## src/rtl/vending_pkg.sv

```systemverilog
`default_nettype none
// ============================================================================
// vending_pkg : coin encodings and shared parameter defaults
// Revision 1.0
// ============================================================================
package vending_pkg;

  typedef enum logic {
    COIN_1 = 1'b0,
    COIN_2 = 1'b1
  } coin_t;

  localparam int c_debounce_cycles = 4;
  localparam int c_fifo_depth      = 4;
  localparam int c_count_w         = 4;

endpackage : vending_pkg
`default_nettype wire

```

## src/rtl/coin_acceptor_if.sv

```systemverilog
`default_nettype none
// ============================================================================
// coin_acceptor_if : raw coin sensors, hold control and coin pulse outputs
// Revision 1.0
// ============================================================================
interface coin_acceptor_if;

  logic       coin_1_raw;
  logic       coin_2_raw;
  logic       hold;
  logic       coin_1;
  logic       coin_2;
  logic       reject;
  logic [3:0] queue_count;

  modport slave (
    input  coin_1_raw,
    input  coin_2_raw,
    input  hold,
    output coin_1,
    output coin_2,
    output reject,
    output queue_count
  );

  modport master (
    output coin_1_raw,
    output coin_2_raw,
    output hold,
    input  coin_1,
    input  coin_2,
    input  reject,
    input  queue_count
  );

endinterface : coin_acceptor_if
`default_nettype wire

```

## src/rtl/coin_debounce.sv

```systemverilog
`default_nettype none
// ============================================================================
// coin_debounce : per-channel synchronizer, debouncer, arm flag, rise event
// Revision 1.0
// ============================================================================
module coin_debounce
  import vending_pkg::*;
#(
  parameter int DEBOUNCE_CYCLES = c_debounce_cycles
) (
  input  wire logic clk,
  input  wire logic reset,
  input  wire logic i_raw,
  output logic      o_event
);

  localparam logic [3:0] c_last = 4'(DEBOUNCE_CYCLES - 1);

  logic       r_sync1;
  logic       r_sync2;
  logic [1:0] r_prime;
  logic [3:0] r_cnt;
  logic [3:0] r_low_cnt;
  logic       r_deb;
  logic       r_deb_d;
  logic       r_armed;
  logic       r_event;

  always_ff @(posedge clk) begin
    if (reset) begin
      r_sync1   <= 1'b0;
      r_sync2   <= 1'b0;
      r_prime   <= 2'b00;
      r_cnt     <= 4'd0;
      r_low_cnt <= 4'd0;
      r_deb     <= 1'b0;
      r_deb_d   <= 1'b0;
      r_armed   <= 1'b0;
      r_event   <= 1'b0;
    end else begin
      r_sync1 <= i_raw;
      r_sync2 <= r_sync1;
      r_prime <= {r_prime[0], 1'b1};
      r_deb_d <= r_deb;

      if (r_sync2 != r_deb) begin
        if (r_cnt == c_last) begin
          r_deb <= r_sync2;
          r_cnt <= 4'd0;
          // A confirmed fall proves the sensor idles low, so the channel may arm.
          if (!r_sync2) r_armed <= 1'b1;
        end else begin
          r_cnt <= r_cnt + 4'd1;
        end
      end else begin
        r_cnt <= 4'd0;
      end

      // Clean start: arm after a stable low run once the synchronizer holds real samples.
      if (r_prime[1] && !r_sync2 && !r_deb) begin
        if (r_low_cnt == c_last) r_armed <= 1'b1;
        else r_low_cnt <= r_low_cnt + 4'd1;
      end else begin
        r_low_cnt <= 4'd0;
      end

      r_event <= r_deb & ~r_deb_d & r_armed;
    end
  end

  assign o_event = r_event;

endmodule : coin_debounce
`default_nettype wire

```

## src/rtl/coin_acceptor.sv

```systemverilog
`default_nettype none
// ============================================================================
// coin_acceptor : debounced coin detection, event queue and pulse issue
// Revision 1.0
// ============================================================================
module coin_acceptor
  import vending_pkg::*;
#(
  parameter int DEBOUNCE_CYCLES = c_debounce_cycles,
  parameter int FIFO_DEPTH      = c_fifo_depth
) (
  input  wire logic      clk,
  input  wire logic      reset,
  coin_acceptor_if.slave bus
);

  localparam int                   c_aw    = $clog2(FIFO_DEPTH);
  localparam logic [c_count_w-1:0] c_depth = c_count_w'(FIFO_DEPTH);
  localparam logic [c_aw-1:0]      c_one   = c_aw'(1);

  logic                   w_ev1;
  logic                   w_ev2;
  logic [FIFO_DEPTH-1:0]  r_mem;
  logic [c_aw-1:0]        r_wr_ptr;
  logic [c_aw-1:0]        r_rd_ptr;
  logic [c_count_w-1:0]   r_count;
  logic                   r_coin_1;
  logic                   r_coin_2;
  logic                   r_reject;
  logic [c_count_w-1:0]   w_free;
  logic                   w_pop;
  logic                   w_push1;
  logic                   w_push2;
  logic                   w_drop;
  logic [c_count_w-1:0]   w_npush;
  logic [c_aw-1:0]        w_wr_ptr_p1;

  coin_debounce #(.DEBOUNCE_CYCLES(DEBOUNCE_CYCLES)) u_deb_1 (
    .clk     (clk),
    .reset   (reset),
    .i_raw   (bus.coin_1_raw),
    .o_event (w_ev1)
  );

  coin_debounce #(.DEBOUNCE_CYCLES(DEBOUNCE_CYCLES)) u_deb_2 (
    .clk     (clk),
    .reset   (reset),
    .i_raw   (bus.coin_2_raw),
    .o_event (w_ev2)
  );

  // Admission uses the occupancy at the start of the cycle; a same-cycle pop does not free a slot.
  always_comb begin
    w_free      = c_depth - r_count;
    w_pop       = (r_count != '0) && !bus.hold && !(r_coin_1 || r_coin_2);
    w_push1     = w_ev1 && (w_free != '0);
    w_push2     = w_ev2 && (w_free > {{(c_count_w-1){1'b0}}, w_push1});
    w_drop      = (w_ev1 && !w_push1) || (w_ev2 && !w_push2);
    w_npush     = {{(c_count_w-1){1'b0}}, w_push1} + {{(c_count_w-1){1'b0}}, w_push2};
    w_wr_ptr_p1 = r_wr_ptr + c_one;
  end

  always_ff @(posedge clk) begin
    if (reset) begin
      r_wr_ptr <= '0;
      r_rd_ptr <= '0;
      r_count  <= '0;
      r_coin_1 <= 1'b0;
      r_coin_2 <= 1'b0;
      r_reject <= 1'b0;
    end else begin
      if (w_push1) r_mem[r_wr_ptr] <= COIN_1;
      if (w_push2) r_mem[w_push1 ? w_wr_ptr_p1 : r_wr_ptr] <= COIN_2;
      r_wr_ptr <= r_wr_ptr + w_npush[c_aw-1:0];
      r_rd_ptr <= r_rd_ptr + c_aw'(w_pop);
      r_count  <= r_count + w_npush - {{(c_count_w-1){1'b0}}, w_pop};
      r_coin_1 <= w_pop && (coin_t'(r_mem[r_rd_ptr]) == COIN_1);
      r_coin_2 <= w_pop && (coin_t'(r_mem[r_rd_ptr]) == COIN_2);
      r_reject <= w_drop;
    end
  end

  assign bus.coin_1      = r_coin_1;
  assign bus.coin_2      = r_coin_2;
  assign bus.reject      = r_reject;
  assign bus.queue_count = r_count;

endmodule : coin_acceptor
`default_nettype wire

```

## src/flat_wrapper.sv

```systemverilog
// flat-port wrapper written by rule: the top's interface ports become plain ports
module coin_acceptor_flat import vending_pkg::*;
#(
  parameter int DEBOUNCE_CYCLES = c_debounce_cycles,
  parameter int FIFO_DEPTH      = c_fifo_depth
)
  (clk, reset, bus_coin_1_raw, bus_coin_2_raw, bus_hold, bus_coin_1, bus_coin_2, bus_reject, bus_queue_count);
  coin_acceptor_if bus_i ();
  input  wire logic clk;
  input  wire logic reset;
  input wire logic [$bits(bus_i.coin_1_raw)-1:0] bus_coin_1_raw;
  input wire logic [$bits(bus_i.coin_2_raw)-1:0] bus_coin_2_raw;
  input wire logic [$bits(bus_i.hold)-1:0] bus_hold;
  output wire logic [$bits(bus_i.coin_1)-1:0] bus_coin_1;
  output wire logic [$bits(bus_i.coin_2)-1:0] bus_coin_2;
  output wire logic [$bits(bus_i.reject)-1:0] bus_reject;
  output wire logic [$bits(bus_i.queue_count)-1:0] bus_queue_count;
  assign bus_i.coin_1_raw = bus_coin_1_raw;
  assign bus_i.coin_2_raw = bus_coin_2_raw;
  assign bus_i.hold = bus_hold;
  assign bus_coin_1 = bus_i.coin_1;
  assign bus_coin_2 = bus_i.coin_2;
  assign bus_reject = bus_i.reject;
  assign bus_queue_count = bus_i.queue_count;
  coin_acceptor #(.DEBOUNCE_CYCLES(DEBOUNCE_CYCLES), .FIFO_DEPTH(FIFO_DEPTH)) u_core (.clk(clk), .reset(reset), .bus(bus_i));
endmodule
```

## config.mk

```make
export PLATFORM = sky130hd
export DESIGN_NAME = coin_acceptor_flat
export DESIGN_NICKNAME = d
export VERILOG_FILES = /design/src/rtl/vending_pkg.sv /design/src/rtl/coin_acceptor_if.sv /design/src/rtl/coin_debounce.sv /design/src/rtl/coin_acceptor.sv /design/src/flat_wrapper.sv
export SDC_FILE = /design/constraint.sdc
export NUM_CORES = 1
export LEC_CHECK = 0
export CAP_MARGIN = 5
export CORE_AREA = 2 2 63 65
export DETAILED_ROUTE_END_ITERATION = 7
export DIE_AREA = 0 0 65 67
export DONT_BUFFER_PORTS = 1
export GPL_TIMING_DRIVEN = 1
export PLACE_DENSITY = 0.85
export SLEW_MARGIN = 20
export SYNTH_ARGS = -nofsm -noshare
export SYNTH_HDL_FRONTEND = slang
export SYNTH_HIERARCHICAL = 1
export SYNTH_SLANG_ARGS = --single-unit
export TNS_END_PERCENT = 5
```

## constraint.sdc

```tcl
create_clock -name clk -period 6.25 [get_ports clk]
set_input_delay 1.25 -clock clk [delete_from_list [all_inputs] [get_ports clk]]
set_output_delay 1.25 -clock clk [all_outputs]
set_load 0.02 [all_outputs]
```

; After elaboration in Yosys (flattened, before gate mapping)
; Cells that the tools add are included.
[word_totals]
register_bits = 47
word_cells = 118
[classes]
n_addsub = 11
order_cmp = 6
eq_ne = 6
n_mux = 22
bitwise = 14
n_reduce_logical = 32
[op_table]
columns = operator, n
row1 = "adder 4 x 1 -> 4 bit, second input constant", 4
row2 = "== test 4 x 2 -> 1 bit, second input constant", 4
row3 = 2-to-1 mux 1 bit, 15
row4 = logical AND 1 bit, 14
row5 = 2-to-1 mux 4 bit, 3
row6 = "less-than comparator 2 x 3 -> 1 bit, second input constant", 3
row7 = logical NOT 1 bit, 8
row8 = nonzero test 4 bit, 2
row9 = NOT 1 bit, 7
row10 = OR reduction 3 bit, 2
row11 = adder 4 bit, 1
row12 = bitwise AND 1 bit, 4
row13 = bitwise AND 4 bit, 1
row14 = demux 1 bit (select 2 bit), 2
row15 = "greater-or-equal comparator 2 x 1 -> 1 bit, second input constant", 2
row16 = greater-than comparator 4 x 1 -> 1 bit, 1
row17 = NOT 4 bit, 1
row18 = bitwise OR 4 bit, 1
row19 = AND reduction 2 bit, 2
row20 = OR reduction 2 bit, 2
row21 = "subtractor 3 x 4 -> 4 bit, first input constant", 1
row22 = subtractor 4 x 1 -> 4 bit, 1
row23 = adder 1 x 1 -> 2 bit, 1
row24 = adder 2 x 1 -> 2 bit, 1
row25 = other kinds (6), 8

; Logic depth before layout (Yosys ltp)
[depth]
ltp_word = 10
ltp_mapped = 17

; Hierarchy
; The synthesis kept the hierarchy.
[by_module_without_submodules]
columns = mod, instances, cells_each, area_each_um2, seq_area_each_um2
row1 = coin_debounce, 2, 52, 571.8, 320.3
row2 = coin_acceptor, 1, 102, 1003.5, 340.3

; Worst setup path before layout
; No wires, ideal clock.
[synth_path]
path_kind = reg-to-reg
from = register u_core.r_count[0] (netlist: u_core/bus.queue_count[0])
to = register u_core.r_count[3] (netlist: u_core/bus.queue_count[3])
setup_ns = 0.128
t_arrival_ns = 3.446
setup_slack_ns = 2.676
path_stages_with_launch = 18
period_less_slack_ns = 3.574
path_cell_list = dfxtp_1 > inv_1 > ha_1 > or2_2 > o31ai_4 > a31oi_4 > ha_1 > o21bai_1 > o21a_1 > ha_1 > inv_1 > ha_1 > inv_1 > ha_1 > a21o_1 > a21oi_1 > xnor2_1 > nor2_1
[synth_between]
elab_chain_len = 8
word_cells_on_any_way = 11
classes_between = add/sub: 4 / order compare: 1 / reduce/logical: 6
[synth_lines]
columns = element, line_no
row1 = start: declaration, coin_acceptor.sv:26  ; logic [c_count_w-1:0] r_count;
row2 = start signal: assignment, coin_acceptor.sv:76  ; r_count <= r_count + w_npush - {{(c_count_w-1){1'b0}}, w_pop};
row3 = subtractor 3 x 4 -> 4 bit, coin_acceptor.sv:54  ; w_free = c_depth - r_count;
row4 = nonzero test 4 bit, coin_acceptor.sv:56  ; w_push1 = w_ev1 && (w_free != '0);
row5 = logical AND 1 bit, coin_acceptor.sv:56
row6 = greater-than comparator 4 x 1 -> 1 bit, coin_acceptor.sv:57  ; w_push2 = w_ev2 && (w_free > {{(c_count_w-1){1'b0}}, w_push1});
row7 = logical AND 1 bit, coin_acceptor.sv:57
row8 = adder 1 x 1 -> 2 bit, coin_acceptor.sv:59  ; w_npush = {{(c_count_w-1){1'b0}}, w_push1} + {{(c_count_w-1){1'b0}}, w_push2};
row9 = adder 4 bit, coin_acceptor.sv:76
row10 = subtractor 4 x 1 -> 4 bit *, coin_acceptor.sv:76
; Every way passes the cells marked *; elsewhere a longest branch is shown, timed or not.
; A chain may end at the register's enable or synchronous reset.

; Final worst setup path
[layout_path]
from = register u_core.r_count[0] (netlist: u_core/bus.queue_count[0])
to = register u_core.r_count[2] (netlist: u_core/bus.queue_count[2])
; Same word-level chain as after synthesis.

==> results.md <==
* Run status: finished clean
* Comb pwr share at 0.249
* Worst r2r src: u_core/bus.queue_count[0]
* Netlist Area Pre-Place at 2150 um^2
* Vias in the first global route at 1275
* Layout area overhead at 7.05%
* Syn_nets at 232
* Total congestion overflow at 0
* Worst hold path depth at 1
* CP Buf/Inv Count at 4
* DR iter-0 viols at 41
* Post-synth cell types at 38
* Initial antenna violation count at 0
* Sequential standard cell area at 981 um^2
* Total wire length at 3030 um
* Final GP Congestion at 0.784
* Seq/Total Area, Yosys at 0.457
* Critical path's top delay family: adder cells
* Residual DRC count at 0
* Hold Buf Count CTS at 0
* Number of post-CTS setup repair buffers at 0
* Multi-input logic area at 1080 um^2
* Placed insts at 254
* Clk root buf: clkbuf_8
* Leak at 0.954 nW
* Min Hold Slack at 440 ps
* Crit. End Element: flop
* Psw at 239 uW
* IO Count at 12
* Row cnt at 22
* Hold_sp: u_core/u_deb_1/r_sync1
* Crit-path cells: inv_1, ha_1, or2_2, o31ai_4, a31oi_4, ha_1, o21bai_1, o21a_1, ha_1, inv_1, ha_1, inv_1, ha_1, inv_1, fa_1, xor2_1, nor2_1
* PortBufs at 0
* DR WL/cell at 11.6 um
* Setup TNS at 0 ps
* Post-synth top area share at 0.401
* #FFs+latches synth at 47
* Area post-placement at 2210 um^2
* Reg2reg path depth at 17
* RSZ-0062 raised after global routing: false
* Post-Syn Area per Cell at 10.4 um^2
* Max Clk Rate at 261 MHz
* Arrival time worst endpoint at 4070 ps
* GRT Overall Usage at 0.170
* Post-route cell area at 2300 um^2
* Post-synth top cells: dfxtp_1, nor2_1, ha_1
* Async set-reset flop share out of synthesis at 0
* Detailed placement HPWL at 2240 um
* Max Slew Vio Count at 0
* Filler instances at 277
* PostCTS Resize Cnt at 0
* Clock Sinks at 47
* YS warnings at 6
* Min Tclk post-route at 3830 ps
* CTS tree: yes
* Main synth FF type: dfxtp_1
* Pint at 493 uW
* Period utilisation layout at 0.613
* Tightest Hold Check Type: reg2reg
* Layout cells sized above 1 at 0.107
* Vias per cell at 4.95
* # diodes at 0
* Slew @ Worst Pin at 509 ps
* Num CTS Buffers at 5
* PD cells at 318 nW/um^2
* CP max stage delay at 590 ps
* Area leader, netlist: dfxtp_1
* Most used cell along the critical path: ha_1
* Depth of the CTS H-tree at 2
* Core Region at 3610 um^2
* Reg clk slew, reported paths at 80 ps
* Post-DRT Antenna Nets at 0
* Cell with the largest stage delay on the worst path: dfxtp_1
* Worst-Skew Late Latency at 300 ps
* Count leader, synth: dfxtp_1
* Total of max-cap violations at 0
* Final Setup Violations at 0
* Layout Utilization at 0.637
* Kind of critical path: reg2reg
* First drt pass iteration count at 4
* Clock share of power at 0.247
* VDD IR-drop max at 0.000242 V
* Mapped Cells at 206
* Worst Setup Start Kind: flop
* Die H at 67 um
* Top cells by area, synth: dfxtp_1, ha_1, edfxtp_1
* Fin. Hold Viols at 0
* Starting density of the core at 0.595
* Worst Hold End: u_core/u_deb_1/r_sync2
* Sw Share at 0.326
* Worst EP required at 6490 ps
* Max FO, Critical Path at 10
* Via Count at 1298
* First-pass GRT wire length at 5400 um
* Die Footprint at 4360 um^2
* Rel. slew slack at 0.660
* Fin cells at 262
* Clock Skew at 5.02 ps
* Number of synthesized flops with an enable pin at 4
* Largest net degree at the start of global routing at 27
* Die Span X at 65 um
* R2R setup slack at 2420 ps
* RR Endpoint: u_core/bus.queue_count[2]
* Final net count at 239
* Bufs on Longest Clock Path at 2
* Register share of total power at 0.504
==> worst max-delay path by stage <==
| stage | startpoint | endpoint | slack, ps | cells past startpoint |
|---|---|---|---|---|
| after floorplan | u_core/bus.queue_count[0] | u_core/bus.queue_count[3] | 2680 | 17 |
| after global placement | u_core/bus.queue_count[0] | u_core/bus.queue_count[2] | 2530 | 17 |
| after detailed placement | u_core/bus.queue_count[0] | u_core/bus.queue_count[2] | 2420 | 17 |
| after CTS | u_core/bus.queue_count[0] | u_core/bus.queue_count[2] | 2410 | 17 |
| after global routing | u_core/bus.queue_count[0] | u_core/bus.queue_count[3] | 2150 | 17 |
| final | u_core/bus.queue_count[0] | u_core/bus.queue_count[2] | 2420 | 17 |
==> layout by cell type, fill, tap and decap left out, types with 4 or more instances in the layout <==
cell and count:
clkbuf_8 5, xnor2_1 8, edfxtp_1 4, nor2b_1 5
nand3_1 4, and2b_1 4, mux2i_1 6, nor2_1 29
nor3b_1 4, and3b_1 4, ha_1 20, a22o_1 4
inv_1 19, xor2_1 7, nand2_1 13, dfxtp_1 43
==> power by group through the flow <==
stage                     Clock, mW  Sequential, mW  Combinational [mW]
after floorplan                   0           0.370               0.148
after global routing          0.199           0.373               0.208
after detailed placement          0           0.377               0.183
after CTS                     0.189           0.370               0.184
after global placement            0           0.376               0.175
final                         0.181           0.369               0.182
==> flip-flops by register name, summed over array words and instances (netlist names), 2 cells and up <==
register                  count
u_core/bus.queue_count        4
u_core/r_mem                  4
u_core/u_deb_1/r_cnt          4
u_core/u_deb_1/r_low_cnt      4
u_core/u_deb_2/r_cnt          4
u_core/u_deb_2/r_low_cnt      4
u_core/r_rd_ptr               2
u_core/r_wr_ptr               2
u_core/u_deb_1/r_prime        2
u_core/u_deb_2/r_prime        2
==> through the flow <==
step / worst slack, ps / power (mW)
after floorplan: 2680 / 0.518
final: 2420 / 0.732
after global placement: 2530 / 0.551
after CTS: 2410 / 0.742
after detailed placement: 2420 / 0.559
after global routing: 2150 / 0.780
==> logic make-up (layout without fill, tap and decap cells) <==
family,count (synthesis),count (layout),share of synthesized area
compound gates,17,17,0.0752
xor+xnor,15,15,0.0612
fa+ha+maj,21,21,0.126
buf+inv,22,30,0.0385
flops,47,47,0.457
mux,11,11,0.0629
simple gates,73,73,0.179
==> final cells by class <==
| type | count | area share |
|---|---|---|
| inverter | 21 | 0.0343 |
| tap | 48 | 0.0261 |
| sequential | 47 | 0.427 |
| timing repair buffer | 1 | 0.00327 |
| clock inverter | 3 | 0.00817 |
| multi-input combinational | 137 | 0.471 |
| clock buffer | 5 | 0.0299 |
==> metal layers <==
| metal | global-route usage | vias to the layer above | wire length (um) |
|---|---|---|---|
| li1 | - | 701 | - |
| met3 | 0.0591 | 3 | 98 |
| met5 | 0 | - | 0 |
| met2 | 0.274 | 16 | 1350 |
| met4 | 0.0798 | 0 | 46 |
| met1 | 0.204 | 578 | 1540 |
No activity file was read; power rests on OpenSTA's default activity.
